===== config.mk =====
export PLATFORM = sky130hd
export DESIGN_NAME = uart_tx_arbiter
export DESIGN_NICKNAME = d
export VERILOG_FILES = /design/src/rtl/uart_arb_pkg.sv /design/src/rtl/uart_rr_pick.sv /design/src/rtl/uart_tx_arbiter.sv
export SDC_FILE = /design/constraint.sdc
export NUM_CORES = 1
export LEC_CHECK = 0
export CORE_MARGIN = 5
export CORE_UTILIZATION = 46
export CTS_CLUSTER_DIAMETER = 100
export DETAILED_ROUTE_END_ITERATION = 12
export PLACE_DENSITY = 0.84
export SLEW_MARGIN = 30
export SYNTH_ARGS = -nofsm -noshare
export SYNTH_HDL_FRONTEND = slang
export SYNTH_SLANG_ARGS = --single-unit
export TNS_END_PERCENT = 1

===== constraint.sdc =====
create_clock -name clock_i -period 4 [get_ports clock_i]
set_clock_uncertainty 0.1 [all_clocks]
set_input_delay 0.4 -clock clock_i [delete_from_list [all_inputs] [get_ports clock_i]]
set_output_delay 0.4 -clock clock_i [all_outputs]
set_load 0.02 [all_outputs]

===== src/rtl/uart_arb_pkg.sv =====
// rtl/uart_arb_pkg.sv - shared types and helpers for the UART transmit arbiter
package uart_arb_pkg;

    localparam int UART_DATA_W = 8;
    localparam int MAX_REQ     = 8;

    typedef enum logic [1:0] {
        IDLE,
        LAUNCH,
        WAIT_START,
        WAIT_DONE
    } arb_state_t;

    // Callers zero-extend their flat byte bus to the widest supported requester count.
    function automatic logic [UART_DATA_W-1:0] get_byte(
        input logic [UART_DATA_W*MAX_REQ-1:0] bus,
        input int                             k
    );
        return bus[k*UART_DATA_W +: UART_DATA_W];
    endfunction

endpackage


===== src/rtl/uart_rr_pick.sv =====
// rtl/uart_rr_pick.sv - combinational round-robin picker, search starts after last_grant
module uart_rr_pick #(
    parameter int N_REQ = 4,
    parameter int ID_W  = $clog2(N_REQ)
) (
    input  logic [N_REQ-1:0] req,
    input  logic [ID_W-1:0]  last_grant,
    output logic             valid,
    output logic [ID_W-1:0]  winner
);

    // Walk from the farthest candidate to the nearest so the nearest set bit wins.
    always_comb begin
        valid  = 1'b0;
        winner = '0;
        for (int i = N_REQ; i >= 1; i--) begin
            if (req[(int'(last_grant) + i) % N_REQ]) begin
                valid  = 1'b1;
                winner = ID_W'((int'(last_grant) + i) % N_REQ);
            end
        end
    end

endmodule


===== src/rtl/uart_tx_arbiter.sv =====
// rtl/uart_tx_arbiter.sv - round-robin sharing of one UART transmitter between N_REQ byte requesters
module uart_tx_arbiter
    import uart_arb_pkg::*;
#(
    parameter int N_REQ         = 4,
    parameter int START_TIMEOUT = 16,
    parameter int ID_W          = $clog2(N_REQ)
) (
    input  logic                   clock_i,
    input  logic                   resetn_i,
    input  logic [N_REQ-1:0]       req_i,
    input  logic [8*N_REQ-1:0]     req_data_i,
    output logic [N_REQ-1:0]       ack_o,
    output logic                   timeout_o,
    output logic                   busy_o,
    output logic [ID_W-1:0]        cur_id_o,
    output logic                   uart_txen_o,
    output logic [UART_DATA_W-1:0] uart_tx_data_o,
    input  logic                   uart_tx_ing_i
);

    localparam int CNT_W = $clog2(START_TIMEOUT + 1);

    arb_state_t             state, state_nx;
    logic [CNT_W-1:0]       cnt, cnt_nx, cnt_inc;
    logic [ID_W-1:0]        last_grant, last_grant_nx;
    logic [ID_W-1:0]        cur_id_nx;
    logic [UART_DATA_W-1:0] data_nx;
    logic                   txen_nx;
    logic [N_REQ-1:0]       ack_nx;
    logic                   timeout_nx;
    logic                   pick_valid;
    logic [ID_W-1:0]        pick_id;
    logic [UART_DATA_W*MAX_REQ-1:0] data_ext;

    assign data_ext = (UART_DATA_W*MAX_REQ)'(req_data_i);
    assign cnt_inc  = cnt + CNT_W'(1);

    uart_rr_pick #(
        .N_REQ (N_REQ),
        .ID_W  (ID_W)
    ) u_pick (
        .req        (req_i),
        .last_grant (last_grant),
        .valid      (pick_valid),
        .winner     (pick_id)
    );

    always_comb begin
        state_nx      = state;
        cnt_nx        = cnt;
        last_grant_nx = last_grant;
        cur_id_nx     = cur_id_o;
        data_nx       = uart_tx_data_o;
        txen_nx       = 1'b0;
        ack_nx        = '0;
        timeout_nx    = 1'b0;
        case (state)
            IDLE: begin
                // A frame still on the wire (stale or foreign) blocks any new grant.
                if (pick_valid && !uart_tx_ing_i) begin
                    data_nx   = get_byte(data_ext, int'(pick_id));
                    cur_id_nx = pick_id;
                    txen_nx   = 1'b1;
                    state_nx  = LAUNCH;
                end
            end
            LAUNCH: begin
                cnt_nx   = '0;
                state_nx = WAIT_START;
            end
            WAIT_START: begin
                if (uart_tx_ing_i) begin
                    ack_nx   = N_REQ'(1) << cur_id_o;
                    state_nx = WAIT_DONE;
                end else begin
                    cnt_nx = cnt_inc;
                    if (cnt_inc == CNT_W'(START_TIMEOUT - 1)) begin
                        timeout_nx    = 1'b1;
                        last_grant_nx = cur_id_o;
                        state_nx      = IDLE;
                    end
                end
            end
            WAIT_DONE: begin
                if (!uart_tx_ing_i) begin
                    last_grant_nx = cur_id_o;
                    state_nx      = IDLE;
                end
            end
            default: state_nx = IDLE;
        endcase
    end

    always_ff @(posedge clock_i) begin
        if (!resetn_i) begin
            state          <= IDLE;
            cnt            <= '0;
            last_grant     <= ID_W'(N_REQ - 1);
            cur_id_o       <= '0;
            uart_tx_data_o <= '0;
            uart_txen_o    <= 1'b0;
            ack_o          <= '0;
            timeout_o      <= 1'b0;
            busy_o         <= 1'b0;
        end else begin
            state          <= state_nx;
            cnt            <= cnt_nx;
            last_grant     <= last_grant_nx;
            cur_id_o       <= cur_id_nx;
            uart_tx_data_o <= data_nx;
            uart_txen_o    <= txen_nx;
            ack_o          <= ack_nx;
            timeout_o      <= timeout_nx;
            busy_o         <= (state_nx != IDLE);
        end
    end

endmodule


* After elaboration in Yosys (flattened, before gate mapping)
Cells that the tools add are included.
** Storage, ports and cells
- Register bits :: 26
- Bits in latches :: 0
- Bits in writable memories :: 0
- ROM bits :: 0
- Input bits :: 39
- Output and inout port bits :: 17
- Logic and storage cells :: 82
- Memories kept :: 0
** Cells by class
- Add/sub/neg operators :: 5
- Multiply operators :: 0
- Div/mod/pow operators :: 0
- Order comparisons :: 4
- Equality and inequality tests :: 7
- Shift-type cells :: 2
- Muxes and demuxes :: 33
- Bitwise operators :: 6
- Reductions and logical operators :: 16
** Operator list (number)
- $shiftx 64x6->8 :: 1
- $mux 2 :: 11
- $lt 3x4->1 const B :: 4
- $mux 1 :: 14
- $pmux 5 s2 :: 1
- $bmux 1 s2 :: 4
- $pmux 2 s4 :: 1
- $reduce_or 2->1 :: 4
- $ne 2x2->1 const B :: 3
- $reduce_and 2->1 :: 3
- $reduce_bool 2->1 :: 3
- $add 5x1->5 const B :: 1
- $eq 5x4->1 const B :: 1
- $mux 5 :: 1
- $add 2x1->2 const B :: 2
- $add 2x2->2 const B :: 2
- $and 1x1->1 const A :: 4
- $eq 2x2->1 const B :: 2
- $pmux 2 s2 :: 1
- $reduce_and 4->1 :: 1
- $shl 1x2->4 const A :: 1
- $reduce_and 3->1 :: 1
- $reduce_or 3->1 :: 1
- $eq 2x1->1 const B :: 1
- other kinds (4) :: 5

* Depth between registers and ports, before layout
- Word-level depth :: 14
- Gate-level depth with buffers :: 7

* Modules after synthesis
Synthesis repeated with hierarchy kept, for this count alone.
** Unflattened totals
- Cells, all modules :: 157
- Area, all modules :: 1417.6 µm²
** Modules (own cells, without submodules)
- uart_tx_arbiter :: times used 1, cells an instance 143, area an instance 1326.3 µm²
- uart_rr_pick :: times used 1, cells an instance 14, area an instance 91.3 µm²

* Worst setup path after synthesis
Ideal clock, no wire load.
- Path type :: input port to flip-flop
- From :: input req_i[0]
- To :: register uart_tx_data_o[7]
- Data arrival time :: 1720 ps
- Required time :: 3778 ps
- Setup slack :: 2059 ps
- Stages :: 7
- Cells stage by stage :: o21ai_1 -> o21ai_1 -> a211o_1 -> buf_6 -> buf_12 -> mux2_4 -> a221o_1
** On the way
- Longest elaborated chain between the ends :: 9
- Elaborated cells on any way between the ends :: 23
- Classes of those cells :: shift: 1; mux: 20; reduce/logical: 2
** Ends and longest elaborated chain
- from (decl) :: line uart_tx_arbiter.sv:11 : input logic [N_REQ-1:0] req_i,
- branches (longest 9 deep; another with $shiftx 64x6->8)
- to (signal assigned) :: line uart_tx_arbiter.sv:111 : uart_tx_data_o <= data_nx;
- to (decl) :: line uart_tx_arbiter.sv:18 : output logic [UART_DATA_W-1:0] uart_tx_data_o,
Several ways; the timed one is not identified. The select of a mux whose other input is x is not followed.
A chain may end at the register's enable or synchronous reset.

* Worst setup path after layout
- From :: input req_i[1]
- To :: register uart_tx_data_o[5]
Same word-level chain as after synthesis.

==> impl_metrics.py <==
metrics = {
    "setup_path": {
        "worstPathCellList": "clkdlybuf4s50_1 -> inv_1 -> a211oi_1 -> a211o_1 -> mux2_2 -> a221o_1",
        "crit_fanout": 17,
        "crit_slowest_cell": "a211o_1",
        "cp.required_ns": 4.12,
        "end_kind": "register",
        "start_kind": "input port",
        "path_class": "input port to register",
        "critPathMaxStageDelay_ns": 0.66,
        "critPathArrivalTime_ns": 2.73,
    },
    "sta": {
        "min_period_over_period_pct": 65.2,
        "worst_hold_slack_ns": 0.432,
        "tightest_slew_ns": 0.788,
        "setup_viol": 0,
        "hold_viol_final": 0,
        "drv_slew": 0,
        "finalSetupTns_ns": 0,
        "fmaxAchievable_mhz": 384,
        "maxSlewHeadroom_pct": 47.5,
        "period_needed_ns": 2.61,
        "rsz0062_at_grt": "no",
    },
    "layout": {
        "multi_input_area_um2": 817,
        "regArea_um2": 520,
        "n_fill_cell": 234,
        "area_growth_syn_to_layout_pct": 40.8,
        "diodes": 0,
        "drive_above_1_share_pct": 12.2,
        "nNetsFinal": 240,
    },
    "logic_synthesis": {
        "synth-seq-cells": 26,
        "syn_nets": 188,
        "synth_area_leader_cell": "dfxtp_1",
        "yosys.cell_types.count": 40,
        "yosysSeqAreaShare_pct": 36.9,
        "syn_area_mm2": 0.00141,
        "postSynthAreaPerCell_um2": 9.59,
        "ys_warn_count": 0,
        "synth_top_cell_area_share_pct": 36.9,
        "synth_cells": 147,
        "synth_area_leaders": "dfxtp_1 37%, mux2_4 9.6%, mux2_2 6.4%, a221o_1 5.7%, nor2_1 3.7%",
    },
    "floorplanning": {
        "io_pins": 56,
        "start_util_pct": 47.0,
        "die_x_um": 65.4,
        "core_mm2": 0.00300,
        "dieArea_mm2": 0.00427,
        "die_h_um": 65.4,
        "rows": 20,
    },
    "place": {
        "io_buffers": 55,
        "dp.final_hpwl_um": 2820,
        "place_congestion": 0.815,
    },
    "detailed_routing": {
        "vias": 1308,
        "drc": 0,
        "drt_pass1_iterations": 5,
        "drt_iter0_drc": 80,
        "wl_um": 3620,
        "wire_per_inst_um": 15.8,
        "drt.antenna.violating_nets": 0,
        "viasPerCell": 5.69,
    },
    "power": {
        "p_switching_uw": 151,
        "internal_power_uw": 399,
        "p_comb_share_pct": 27.7,
        "power.density_mw_per_mm2": 277,
        "ir_worst_vdd_v": 0.000123,
        "switching_share_pct": 27.4,
        "p_leak_nw": 0.796,
        "clkPwrFrac_pct": 20.1,
        "p_seq_share_pct": 52.2,
    },
    "hold_path": {
        "hold_class": "register to register",
    },
    "grt": {
        "overflow": 0,
        "grt_max_degree": 18,
        "grt_pass1_vias": 1323,
        "grt_pass1_wl_um": 5970,
        "grtUsageTotal_pct": 17.9,
        "grt_antenna_before_repair": 0,
    },
    "clock_network": {
        "clockBufferDepth": 2,
        "clock_sinks": 26,
        "post_cts_resized": 0,
        "cts_root_buf": "clkbuf_4",
        "htree_levels": 1,
        "cts_hold_buffers": 0,
        "clock_latency_ns": 0.32,
        "numCtsBuffers": 3,
        "tritoncts": "built",
        "path_clk_slew_ns": 0.13,
        "postCtsSetupBuffers": 0,
    },
    "run": {
        "drv_cap": 0,
    },
    "status": {
        "outcome": "finished, final reports clean",
    },
}
## cells in the final DEF (no fill, tap or decap), types with 2 or more instances in the layout
| cell type | netlist | layout |
|---|---|---|
| mux2_4 | 9 | 9 |
| nor2_1 | 14 | 14 |
| and3_1 | 8 | 8 |
| nand2_1 | 3 | 3 |
| nor3_1 | 5 | 5 |
| clkbuf_4 | 0 | 3 |
| o21ai_0 | 5 | 5 |
| dfxtp_1 | 26 | 26 |
| a2bb2oi_1 | 3 | 3 |
| inv_1 | 9 | 9 |
| and2_1 | 2 | 2 |
| a221o_1 | 8 | 8 |
| ha_1 | 2 | 2 |
| clkdlybuf4s50_1 | 0 | 55 |
| nand3_1 | 2 | 2 |
| a21oi_1 | 7 | 7 |
| o21ai_1 | 2 | 2 |
| nand2b_1 | 3 | 3 |
| mux2_2 | 8 | 8 |
| nor4b_1 | 2 | 2 |
| mux2i_1 | 4 | 4 |
## cell families (layout without fill, tap and decap cells)
logic type,after synthesis,after routing,synth area share (%)
compound gates,32,32,16.6
simple gates,47,47,18.2
flops,26,26,36.9
buf+inv,17,67,6.48
mux,21,21,18.8
xor+xnor,2,2,1.24
fa+ha+maj,2,2,1.77
## power groups by stage
| stage | Combinational (mW) | Clock (mW) | Sequential, mW |
|---|---|---|---|
| 6_report | 0.152 | 0.110 | 0.287 |
| 5_1_grt | 0.163 | 0.125 | 0.289 |
| 4_1_cts | 0.151 | 0.111 | 0.286 |
| 3_5_place_dp | 0.150 | 0 | 0.292 |
| 3_3_place_gp | 0.146 | 0 | 0.291 |
| 2_1_floorplan | 0.0703 | 0 | 0.301 |
## critical path, delay by kind of cell
family / cells / cell delay (ns)
AO/OA/AOI/OAI: 3 / 1.24
buffers and inverters: 2 / 0.67
multiplexers: 1 / 0.41
## per-stage QoR
| stage | cells | utilization, % | setup slack, ns | power (mW) | instance area (um^2) |
|---|---|---|---|---|---|
| final | 230 | 66.1 | 1.39 | 0.549 | 1990 |
| after global routing | 230 | 66.1 | 1.25 | 0.576 | 1990 |
| after CTS | 230 | 65.8 | 1.44 | 0.548 | 1970 |
| after detailed placement | 227 | 65.0 | 1.11 | 0.442 | 1950 |
| after global placement | 227 | 65.0 | 1.18 | 0.437 | 1950 |
| after floorplan | 147 | - | 2.06 | 0.371 | 1410 |
## area by class of cell
class / instances / share of cell area [%]
Tap cell: 33 / 2.08
Inverter: 9 / 1.70
Multi-Input combinational cell: 104 / 41.1
Timing Repair Buffer: 55 / 27.7
Clock buffer: 3 / 1.13
Sequential cell: 26 / 26.2
## flip-flops by register name (all words and copies together) (netlist names)
| signal | count |
|---|---|
| cur_id_o | 2 |
| uart_txen_o | 1 |
| state | 2 |
| timeout_o | 1 |
| cnt | 5 |
| ack_o | 4 |
| busy_o | 1 |
| last_grant | 2 |
| uart_tx_data_o | 8 |
## metal layers
| metal | up-vias | global-route usage [%] | wire length, um |
|---|---|---|---|
| li1 | 637 | - | - |
| met1 | 631 | 19.4 | 1480 |
| met2 | 31 | 33.8 | 1940 |
| met3 | 9 | 2.22 | 112 |
| met4 | 0 | 8.81 | 83 |
| met5 | - | 0 | 0 |
## final timing paths
| path | depth (start not counted) | slack, ns | from | end |
|---|---|---|---|---|
| max reg2reg | 5 | 1.68 | state[0] | uart_tx_data_o[5] |
| min reg2reg | 1 | 0.43 | cur_id_o[0] | ack_o[0] |
| min | 1 | 0.43 | cur_id_o[0] | ack_o[0] |
| max | 6 | 1.39 | req_i[1] | uart_tx_data_o[5] |
## cell usage after synthesis, drive strengths merged
cell type	n
a211o	1
a211oi	1
a21oi	7
a221o	8
a2bb2oi	3
and2	2
and2b	1
and3	8
buf	3
clkbuf	5
dfxtp	26
ha	2
inv	9
mux2	17
mux2i	4
nand2	3
nand2b	3
nand3	2
nand4	1
nor2	14
nor2b	1
nor3	5
nor3b	1
nor4	1
nor4b	2
o211ai	1
o21ai	7
o21ba	1
o22ai	1
o311ai	1
o41ai	1
or2	1
or3	1
or4	1
xnor2	1
xor2	1
Power figures use the tool's default switching activity.
